$ cat src/rtl/spi_cs_arb_pkg.sv
// Shared types and default timing for the SPI chip-select arbiter.
// The optional ACTIVE-phase watchdog is enabled by defining SPI_CS_ARB_TIMEOUT_EN.
package spi_cs_arb_pkg;

    typedef enum logic [2:0] {
        ST_IDLE,
        ST_LEAD,
        ST_ACTIVE,
        ST_TRAIL,
        ST_GAP
    } arb_state_e;

    localparam int DefNumReq        = 3;
    localparam int DefLeadCycles    = 2;
    localparam int DefTrailCycles   = 2;
    localparam int DefGapCycles     = 4;
    localparam int DefTimeoutCycles = 1024;

    function automatic int max_int(input int a, input int b);
        return (a > b) ? a : b;
    endfunction

endpackage

$ cat src/rtl/spi_cs_arb_rr_pick.sv
// Combinational round-robin picker: scans requests starting just after the
// last owner and wrapping, returning the first set bit as one-hot and index.
module spi_cs_arb_rr_pick #(
    parameter  int NumReq = 3,
    localparam int IdxW   = $clog2(NumReq)
) (
    input  logic [NumReq-1:0] req,
    input  logic [IdxW-1:0]   last,
    output logic [NumReq-1:0] onehot,
    output logic [IdxW-1:0]   index,
    output logic              valid
);

    // Walk offsets 1..NumReq from the last owner so the last owner itself is
    // considered only when nobody else is requesting.
    always_comb begin
        int cand;
        onehot = '0;
        index  = '0;
        valid  = 1'b0;
        cand   = 0;
        for (int off = 1; off <= NumReq; off++) begin
            cand = int'(last) + off;
            if (cand >= NumReq) begin
                cand = cand - NumReq;
            end
            for (int i = 0; i < NumReq; i++) begin
                if (!valid && (i == cand) && req[i]) begin
                    valid     = 1'b1;
                    index     = IdxW'(i);
                    onehot[i] = 1'b1;
                end
            end
        end
    end

endmodule

$ cat src/rtl/spi_cs_arbiter.sv
// Round-robin arbiter sharing one SPI host between NumReq requesters, with
// CS lead, trail and minimum gap sequencing. All outputs are registered.
// Define SPI_CS_ARB_TIMEOUT_EN to bound the ACTIVE phase to TimeoutCycles.
module spi_cs_arbiter
    import spi_cs_arb_pkg::*;
#(
    parameter  int NumReq        = DefNumReq,
    parameter  int LeadCycles    = DefLeadCycles,
    parameter  int TrailCycles   = DefTrailCycles,
    parameter  int GapCycles     = DefGapCycles,
    parameter  int TimeoutCycles = DefTimeoutCycles,
    localparam int IdxW          = $clog2(NumReq)
) (
    input  logic              clk_i,
    input  logic              rst_i,
    input  logic [NumReq-1:0] req_i,
    input  logic [NumReq-1:0] done_i,
    output logic [NumReq-1:0] gnt_o,
    output logic [NumReq-1:0] cs_no,
    output logic              sck_en_o,
    output logic              busy_o,
    output logic [IdxW-1:0]   owner_o,
    output logic              timeout_o
);

    localparam int CntW = $clog2(max_int(max_int(LeadCycles, TrailCycles),
                                         max_int(GapCycles, TimeoutCycles)) + 1);

    arb_state_e        state_q, state_d;
    logic [CntW-1:0]   cnt_q, cnt_d, cnt_dec;
    logic [NumReq-1:0] cs_q, cs_d;
    logic [NumReq-1:0] gnt_q, gnt_d;
    logic              sck_q, sck_d;
    logic              busy_q, busy_d;
    logic [IdxW-1:0]   owner_q, owner_d;
    logic [IdxW-1:0]   ptr_q, ptr_d;
    logic              end_txn;

    logic [NumReq-1:0] pick_onehot;
    logic [IdxW-1:0]   pick_idx;
    logic              pick_valid;

`ifdef SPI_CS_ARB_TIMEOUT_EN
    logic              timeout_q, timeout_d;
`endif

    spi_cs_arb_rr_pick #(
        .NumReq (NumReq)
    ) u_pick (
        .req    (req_i),
        .last   (ptr_q),
        .onehot (pick_onehot),
        .index  (pick_idx),
        .valid  (pick_valid)
    );

    // Saturating decrement of the shared phase counter.
    always_comb begin
        cnt_dec = (cnt_q == '0) ? '0 : cnt_q - CntW'(1);
    end

    // Next-state and next-output logic; every register holds by default.
    always_comb begin
        state_d = state_q;
        cnt_d   = cnt_q;
        cs_d    = cs_q;
        gnt_d   = gnt_q;
        sck_d   = sck_q;
        owner_d = owner_q;
        ptr_d   = ptr_q;
        end_txn = 1'b0;
`ifdef SPI_CS_ARB_TIMEOUT_EN
        timeout_d = 1'b0;
`endif
        case (state_q)
            ST_IDLE: begin
                if (pick_valid) begin
                    state_d = ST_LEAD;
                    owner_d = pick_idx;
                    ptr_d   = pick_idx;
                    cs_d    = ~pick_onehot;
                    cnt_d   = CntW'(LeadCycles - 1);
                end
            end
            ST_LEAD: begin
                if (cnt_q == '0) begin
                    state_d = ST_ACTIVE;
                    gnt_d   = ~cs_q;
                    sck_d   = 1'b1;
`ifdef SPI_CS_ARB_TIMEOUT_EN
                    cnt_d   = CntW'(TimeoutCycles - 1);
`endif
                end else begin
                    cnt_d = cnt_dec;
                end
            end
            ST_ACTIVE: begin
                if (done_i[owner_q] || !req_i[owner_q]) begin
                    end_txn = 1'b1;
                end
`ifdef SPI_CS_ARB_TIMEOUT_EN
                else if (cnt_q == '0) begin
                    end_txn   = 1'b1;
                    timeout_d = 1'b1;
                end else begin
                    cnt_d = cnt_dec;
                end
`endif
                if (end_txn) begin
                    state_d = ST_TRAIL;
                    gnt_d   = '0;
                    sck_d   = 1'b0;
                    cnt_d   = CntW'(TrailCycles - 1);
                end
            end
            ST_TRAIL: begin
                if (cnt_q == '0) begin
                    state_d = ST_GAP;
                    cs_d    = '1;
                    cnt_d   = CntW'(GapCycles - 1);
                end else begin
                    cnt_d = cnt_dec;
                end
            end
            ST_GAP: begin
                if (cnt_q == '0) begin
                    state_d = ST_IDLE;
                end else begin
                    cnt_d = cnt_dec;
                end
            end
            default: begin
                state_d = ST_IDLE;
                cs_d    = '1;
                gnt_d   = '0;
                sck_d   = 1'b0;
            end
        endcase
        busy_d = (state_d != ST_IDLE);
    end

    // State and output registers; reset releases every CS and grant at once.
    always_ff @(posedge clk_i or posedge rst_i) begin
        if (rst_i) begin
            state_q <= ST_IDLE;
            cnt_q   <= '0;
            cs_q    <= '1;
            gnt_q   <= '0;
            sck_q   <= 1'b0;
            busy_q  <= 1'b0;
            owner_q <= '0;
            ptr_q   <= IdxW'(NumReq - 1);
        end else begin
            state_q <= state_d;
            cnt_q   <= cnt_d;
            cs_q    <= cs_d;
            gnt_q   <= gnt_d;
            sck_q   <= sck_d;
            busy_q  <= busy_d;
            owner_q <= owner_d;
            ptr_q   <= ptr_d;
        end
    end

`ifdef SPI_CS_ARB_TIMEOUT_EN
    // Single-cycle pulse marking a forced release of the bus.
    always_ff @(posedge clk_i or posedge rst_i) begin
        if (rst_i) begin
            timeout_q <= 1'b0;
        end else begin
            timeout_q <= timeout_d;
        end
    end
    assign timeout_o = timeout_q;
`else
    assign timeout_o = 1'b0;
`endif

    assign cs_no    = cs_q;
    assign gnt_o    = gnt_q;
    assign sck_en_o = sck_q;
    assign busy_o   = busy_q;
    assign owner_o  = owner_q;

endmodule
$ cat config.mk
export PLATFORM = sky130hd
export DESIGN_NAME = spi_cs_arbiter
export DESIGN_NICKNAME = d
export VERILOG_FILES = /design/src/rtl/spi_cs_arb_pkg.sv /design/src/rtl/spi_cs_arb_rr_pick.sv /design/src/rtl/spi_cs_arbiter.sv
export SDC_FILE = /design/constraint.sdc
export NUM_CORES = 1
export LEC_CHECK = 0
export CORE_MARGIN = 2
export CORE_UTILIZATION = 35
export CTS_CLUSTER_DIAMETER = 120
export DETAILED_ROUTE_END_ITERATION = 12
export PLACE_DENSITY = 0.52
export REMOVE_ABC_BUFFERS = 1
export SYNTH_ARGS = -nofsm -noshare
export SYNTH_HDL_FRONTEND = slang
export SYNTH_HIERARCHICAL = 1
export SYNTH_SLANG_ARGS = --single-unit
$ cat constraint.sdc
create_clock -name clk_i -period 5.2 [get_ports clk_i]
set_clock_uncertainty 0.2 [all_clocks]
set_input_delay 1.3 -clock clk_i [delete_from_list [all_inputs] [get_ports clk_i]]
set_output_delay 1.3 -clock clk_i [all_outputs]
set_load 0.01 [all_outputs]
==> metrics.md, run 1 <==
| Metric | Value |
|---|---|
| Synth Warn # | `6` |
| Fmax | `around 280 MHz` |
| Hold-fix buffers, CTS | `0` |
| Ant. Diodes | `0` |
| Startpoint types | `input port` |
| Die span in y | `between 70 and 80 µm` |
| I/O pins | `19` |
| Worst VDD drop | `0.0001128 V` |
| Register area share after synthesis | `39.59%` |
| Max-slew headroom | `approximately 36%` |
| Post-synth EDFFs | `0` |
| CTS Buf Count | `3` |
| Final period util | `69.35%` |
| GR Util met1 | `roughly a fifth` |
| CTS sink cnt | `25` |
| Die X | `71.46 µm` |
| Post-DRT Antenna Nets | `0` |
| I/O Buffers | `17` |
| Slew Viols, Final | `0` |
| Area Growth Syn to Fin | `15.55%` |
| Largest net degree at the start of global routing | `26` |
| Fill cell count | `around 440` |
| H-tree depth | `1` |
| Synth Cell Area | `0.001593 mm²` |
| DR iter-0 viols | `65` |
| Wire per inst | `between 10 and 15 µm` |
| GR Util met2 | `23.56%` |
| Unrepaired setup endpoints after global routing | `no` |
| Worst Hold Class | `reg2reg` |
| Placed cells | `around 240` |
| Pre-CTS setup slack | `1303 ps` |
| CP Capture Type | `flip-flop` |
| Overall routing resource usage | `15.04%` |
| Crit Path Category | `in2reg` |
| Vias per cell | `5.543` |
| Global route overflow | `0` |
| FFs w/ async S/R, synth | `100.0%` |
| Post-layout util | `41.98%` |
| CTS tree | `yes` |
| Ys flop type | `dfrtp_1` |
| Setup repair bufs after CTS | `0` |
| Worst Path Arrival | `3570 ps` |
| DR vias | `1347` |
| Post-Route WL | `about 3.6 mm` |
| Post-synthesis cell count | `176` |
| Layout cell share with drive strength beyond 1 | `approximately 12%` |
| Lkg Pwr | `0.6859 nW` |
| Layer with the highest usage | `met2` |
| Final setup TNS | `0 ps` |
| CTS clk-pin slew, worst paths | `80 ps` |
| Register area | `~630 µm²` |
| Final total power | `0.3367 mW` |
| Crit path required time | `5170 ps` |
| Yosys cell types | `56` |
| Final non-filler cell total | `approximately 240` |
| HPWL after DPL | `2.669 mm` |
| Bufs on Longest Clock Path | `2` |
| Area occupied by multi-input gates | `879.6 µm²` |
| R2R setup slack | `2340 ps` |
| RD Place Congestion | `0.8858` |
| Period minus WS final | `3606 ps` |
| Final nets | `204` |
| DRC | `0` |
| Avg Inst Size Synth | `9.050 µm²` |
| Number of core rows | `24` |
| GR Util met3 | `under 10%` |
| Tightest Pin Transition | `953.3 ps` |
| Core area | `around 0.0044 mm²` |
| Seq cells post-synth | `25` |
| Status | `finished clean` |
| Root buffer cell | `clkbuf_8` |
| First-pass GRT wire length | `6.120 mm` |
| Initial antenna violation count | `0` |
| Die Area | `roughly 0.0051 mm²` |
| Skew-Pair Late Insertion Delay | `about 280 ps` |
| Maxcap violations | `0` |
| Final-report hold violation count | `0` |
| Initial Util | `about 36%` |
| Post-cts repair resize count | `0` |
| Drt pass-1 iters | `4` |
| CP max FO | `10` |
| Commonest cells after routing, fill and taps aside | `nand2_1, dfrtp_1, clkdlybuf4s50_1, a21oi_1, inv_1` |
| Final Worst Setup Slack | `around 1600 ps` |
| Setup-failing EPs final | `0` |
| Vias in the first global route | `1286` |
| Pwr/cell area | `182.9 mW/mm²` |
-- Yosys cell counts, types with 4 or more instances --
cell,count,share of area [%]
dfrtp_1,21,33
nand3_1,7,2.2
nand2_1,21,4.9
nand2b_1,5,2.0
dfstp_2,4,6.6
nor3_1,4,1.3
o21ai_0,8,2.5
a21oi_1,13,4.1
ha_1,4,3.1
inv_1,12,2.8
a31oi_1,6,2.4
nor2_1,11,2.6
-- worst paths after layout --
path	startpoint	to	cells past startpoint
max	req_i[1]	cnt_q[0]	8
min	ptr_q[1]	ptr_q[1]	2
max reg2reg	ptr_q[1]	cnt_q[0]	9
min reg2reg	ptr_q[1]	ptr_q[1]	2
max in group asynchronous	rst_i	cnt_q[0]	2
min in group asynchronous	rst_i	gnt_o[1]	2
-- critical path, cell delays in order --
cell	delay, ps
clkdlybuf4s50_1	560
a22o_2	350
a211oi_2	190
a21oi_1	180
nand2_1	100
a21oi_1	50
or3b_1	590
o21a_1	240
-- kinds of logic after synthesis --
| logic type | share of synthesized area (%) |
|---|---|
| adders and majority gates | 3.142 |
| muxes | 3.456 |
| other | 0.2354 |
| AOI/OAI and AO/OA | 25.53 |
| buffers and inverters | 5.184 |
| and+or+nand+nor | 22.86 |
| DFF | 39.59 |
-- sequential cells by signal, indices dropped and copies added (netlist names) --
register  cells
busy_o        1
cnt_q        11
cs_no         3
gnt_o         3
owner_o       2
ptr_q         1
sck_en_o      1
state_q       3
-- metal layers --
layer | routed length, µm | share of wire, %
met3 | 127 | 3.5
met2 | 1672 | 46
met5 | 0 | 0
met1 | 1745 | 48
met4 | 68 | 1.9
-- power breakdown --
group          switching, mW  total [mW]  leakage, nW  internal, mW
Clock                 0.0672       0.123       0.0261        0.0562
Combinational         0.0105      0.0188        0.392       0.00837
Sequential                 0       0.194        0.268         0.194
-- area by class of cell --
cell class              count  area share [%]
repair buffers             17           9.245
clock inverters             1          0.4759
well taps                  52           3.535
inverters                  12           2.447
flip-flops and latches     25           34.26
multi-input cells         133           47.79
clock buffers               3           2.243
-- stage by stage --
step | hold WS, ps | area [µm²]
floorplan | 248.4 | 1555
global placement | 271.1 | 1790
detailed placement | 273.5 | 1790
CTS | 294.1 | 1841
global route | 328.0 | 1841
finish | 291.8 | 1841
Power figures use the tool's default switching activity.
==> inputs of run 2 (changes only) <==
- PLACE_DENSITY: 0.52 -> 0.54
- clock period: 5.2 -> 3.05 ns (I/O delays scaled with it)
==> run 2 against run 1 <==
Net effect:
- register-to-register slack got worse by 2000 ps
- final area rose by 3.7%
- first-iteration DRC count rose by 11%
- total power rose by 72%
- core utilization rose by 1.6 points
- sequential power rose by 71%
- clock power rose by 71%
- routed wire length rose by 4.5%
- critical endpoint unchanged
==> metrics.md, run 2 (synthesized netlist as in run 1, its figures left out) <==
| Metric | Value |
|---|---|
| Status | `finished clean` |
| Top routing layer used | `met4` |
| Global route overflow | `0 (unchanged)` |
| Largest net degree at the start of global routing | `26 (unchanged)` |
| Skew-Pair Late Insertion Delay | `280 ps (about the same)` |
| Met2 WL | `1.863 mm (+11%)` |
| Period minus WS final | `between 2000 and 3000 ps` |
| CP peak stage delay | `520 ps (-70 ps)` |
| Die Area | `0.005107 mm² (unchanged)` |
| Commonest cells after routing, fill and taps aside | `nand2_1, dfrtp_1, clkdlybuf4s50_1, a21oi_1, inv_1` |
| Max stage delay cell, worst path | `clkdlybuf4s50_1` |
| Crit Path Category | `in2reg` |
| Largest register FFs | `11 (unchanged)` |
| Fin area | `0.001909 mm² (+3.7%)` |
| Hold-fix buffers, CTS | `0 (unchanged)` |
| Final Worst Setup Slack | `259.4 ps (-1334 ps)` |
| Ant. Diodes | `0 (unchanged)` |
| Tightest Pin Transition | `524.7 ps (-428.6 ps)` |
| Die X | `71.46 µm (unchanged)` |
| Pwr/cell area | `304.1 mW/mm² (+66%)` |
| Initial Util | `36.33% (unchanged)` |
| Lkg Pwr | `0.7243 nW (+5.6%)` |
| DRC | `0 (unchanged)` |
| First-pass GRT wire length | `6.437 mm (+5.2%)` |
| Top reg by flops | `cnt_q` |
| DR vias | `1398 (+3.8%)` |
| Vias per cell | `5.548 (about the same)` |
| Post-cts repair resize count | `0 (unchanged)` |
| RD Place Congestion | `0.9355 (+5.6%)` |
| DR iter-0 viols | `72 (+11%)` |
| Vias in the first global route | `1366 (+6.2%)` |
| H-tree depth | `1 (unchanged)` |
| Worst Hold Class | `reg2reg` |
| Critical path, cell by cell | `clkdlybuf4s50_1 -> a22o_2 -> a211oi_2 -> a21oi_1 -> nand2_1 -> a21oi_1 -> or3b_4 -> o21a_1` |
| Initial antenna violation count | `0 (unchanged)` |
| Die span in y | `71.46 µm (unchanged)` |
| CTS tree | `yes` |
| Final setup TNS | `0 ps (unchanged)` |
| Number of core rows | `24 (unchanged)` |
| Post-layout util | `43.55% (+1.6 points)` |
| Startpoint types | `input port` |
| Bufs on Longest Clock Path | `2 (unchanged)` |
| Post-DRT Antenna Nets | `0 (unchanged)` |
| Maxcap violations | `0 (unchanged)` |
| CTS clk-pin slew, worst paths | `100 ps (+20 ps)` |
| WL met3 | `124 µm (-2.4%)` |
| Worst VDD drop | `0.0002487 V (+120%)` |
| HPWL after DPL | `2.745 mm (+2.8%)` |
| Setup repair bufs after CTS | `0 (unchanged)` |
| CTS Buf Count | `3 (unchanged)` |
| CP dominant cell by count | `a21oi_1` |
| Final-report hold violation count | `0 (unchanged)` |
| Root buffer cell | `clkbuf_8` |
| Min Hold Slack | `286.2 ps (-5.649 ps)` |
| Worst Path Arrival | `2760 ps (-810 ps)` |
| Pre-CTS setup slack | `-131.2 ps (-1435 ps)` |
| CTS sink cnt | `25 (unchanged)` |
| Area Growth Syn to Fin | `19.87%` |
| Overall routing resource usage | `15.73% (+0.69 points)` |
| Placed instance area | `0.001858 mm² (+3.8%)` |
| Final period util | `91.50%` |
| Layout cell share with drive strength beyond 1 | `16.50% (+4.5 points)` |
| Max-slew headroom | `64.75% (+28 points)` |
| Post-Route WL | `3.776 mm (+4.5%)` |
| I/O pins | `19 (unchanged)` |
| Unrepaired setup endpoints after global routing | `no` |
| Wire per inst | `14.98 µm (+0.78%)` |
| Final nets | `213 (+4.4%)` |
| CP Capture Type | `flip-flop` |
| CP max FO | `10 (unchanged)` |
| Setup-failing EPs final | `0 (unchanged)` |
| I/O Buffers | `17 (unchanged)` |
| Core area | `0.004384 mm² (unchanged)` |
| Slew Viols, Final | `0 (unchanged)` |
| Drt pass-1 iters | `6 (+2)` |
| Crit path required time | `3020 ps (-2150 ps)` |
| Fmax | `358.3 MHz` |
| Metal-1 WL | `1.747 mm (+0.11%)` |
## run 2: cell count changes in the layout (fill, tap and decap cells not counted), sizes merged
cell      delta
buf          +9
clkinvlp     +1
inv          -1
## run 2: critical path: cells and delay by family
kind | cells | cell delay, ps
AO/OA/AOI/OAI | 5 | 880
buffers and inverters | 1 | 520
AND/OR/NAND/NOR | 2 | 590
## run 2: worst paths after layout
path                                from  endpoint  slack [ps]  cells after the start
worst max-delay path            req_i[2]  cnt_q[0]         260                      8
worst max register to register  ptr_q[1]  cnt_q[0]         330                      9
min in group asynchronous          rst_i  sck_en_o         630                      3
worst min-delay path            ptr_q[1]  ptr_q[1]         290                      2
worst min register to register  ptr_q[1]  ptr_q[1]         290                      2
max in group asynchronous          rst_i  ptr_q[1]        1720                      3
## run 2: layer usage
layer | GRT usage [%] | up-vias
met4 | 3.983 | 0
met1 | 20.41 | 679
met5 | 0 | -
met3 | 3.516 | 5
li1 | - | 688
met2 | 26.65 | 26
## run 2: where the power goes
group / leakage (nW) / total [mW] / internal [mW] / switching (mW)
clock: 0.0217 / 0.210 / 0.0930 / 0.117
combinational: 0.435 / 0.0389 / 0.0194 / 0.0194
sequential: 0.268 / 0.331 / 0.331 / 0
total: 0.724 / 0.581 / 0.444 / 0.137
## run 2: metrics by stage
stage / instances / total power [mW]
detailed placement: 248 / 0.3770
CTS: 252 / 0.5925
global placement: 248 / 0.3762
floorplan: 170 / 0.3534
global route: 252 / 0.6054
finish: 252 / 0.5806
## run 2: area by class of cell
class                      instances  area (µm²)
sequential                        25       630.6
timing repair buffer              26       237.7
clock inverter                     1       7.507
clock buffer                       3       41.29
fill                             434        2475
multi-input combinational        133       882.1
tap                               52       65.06
inverter                          12       45.04
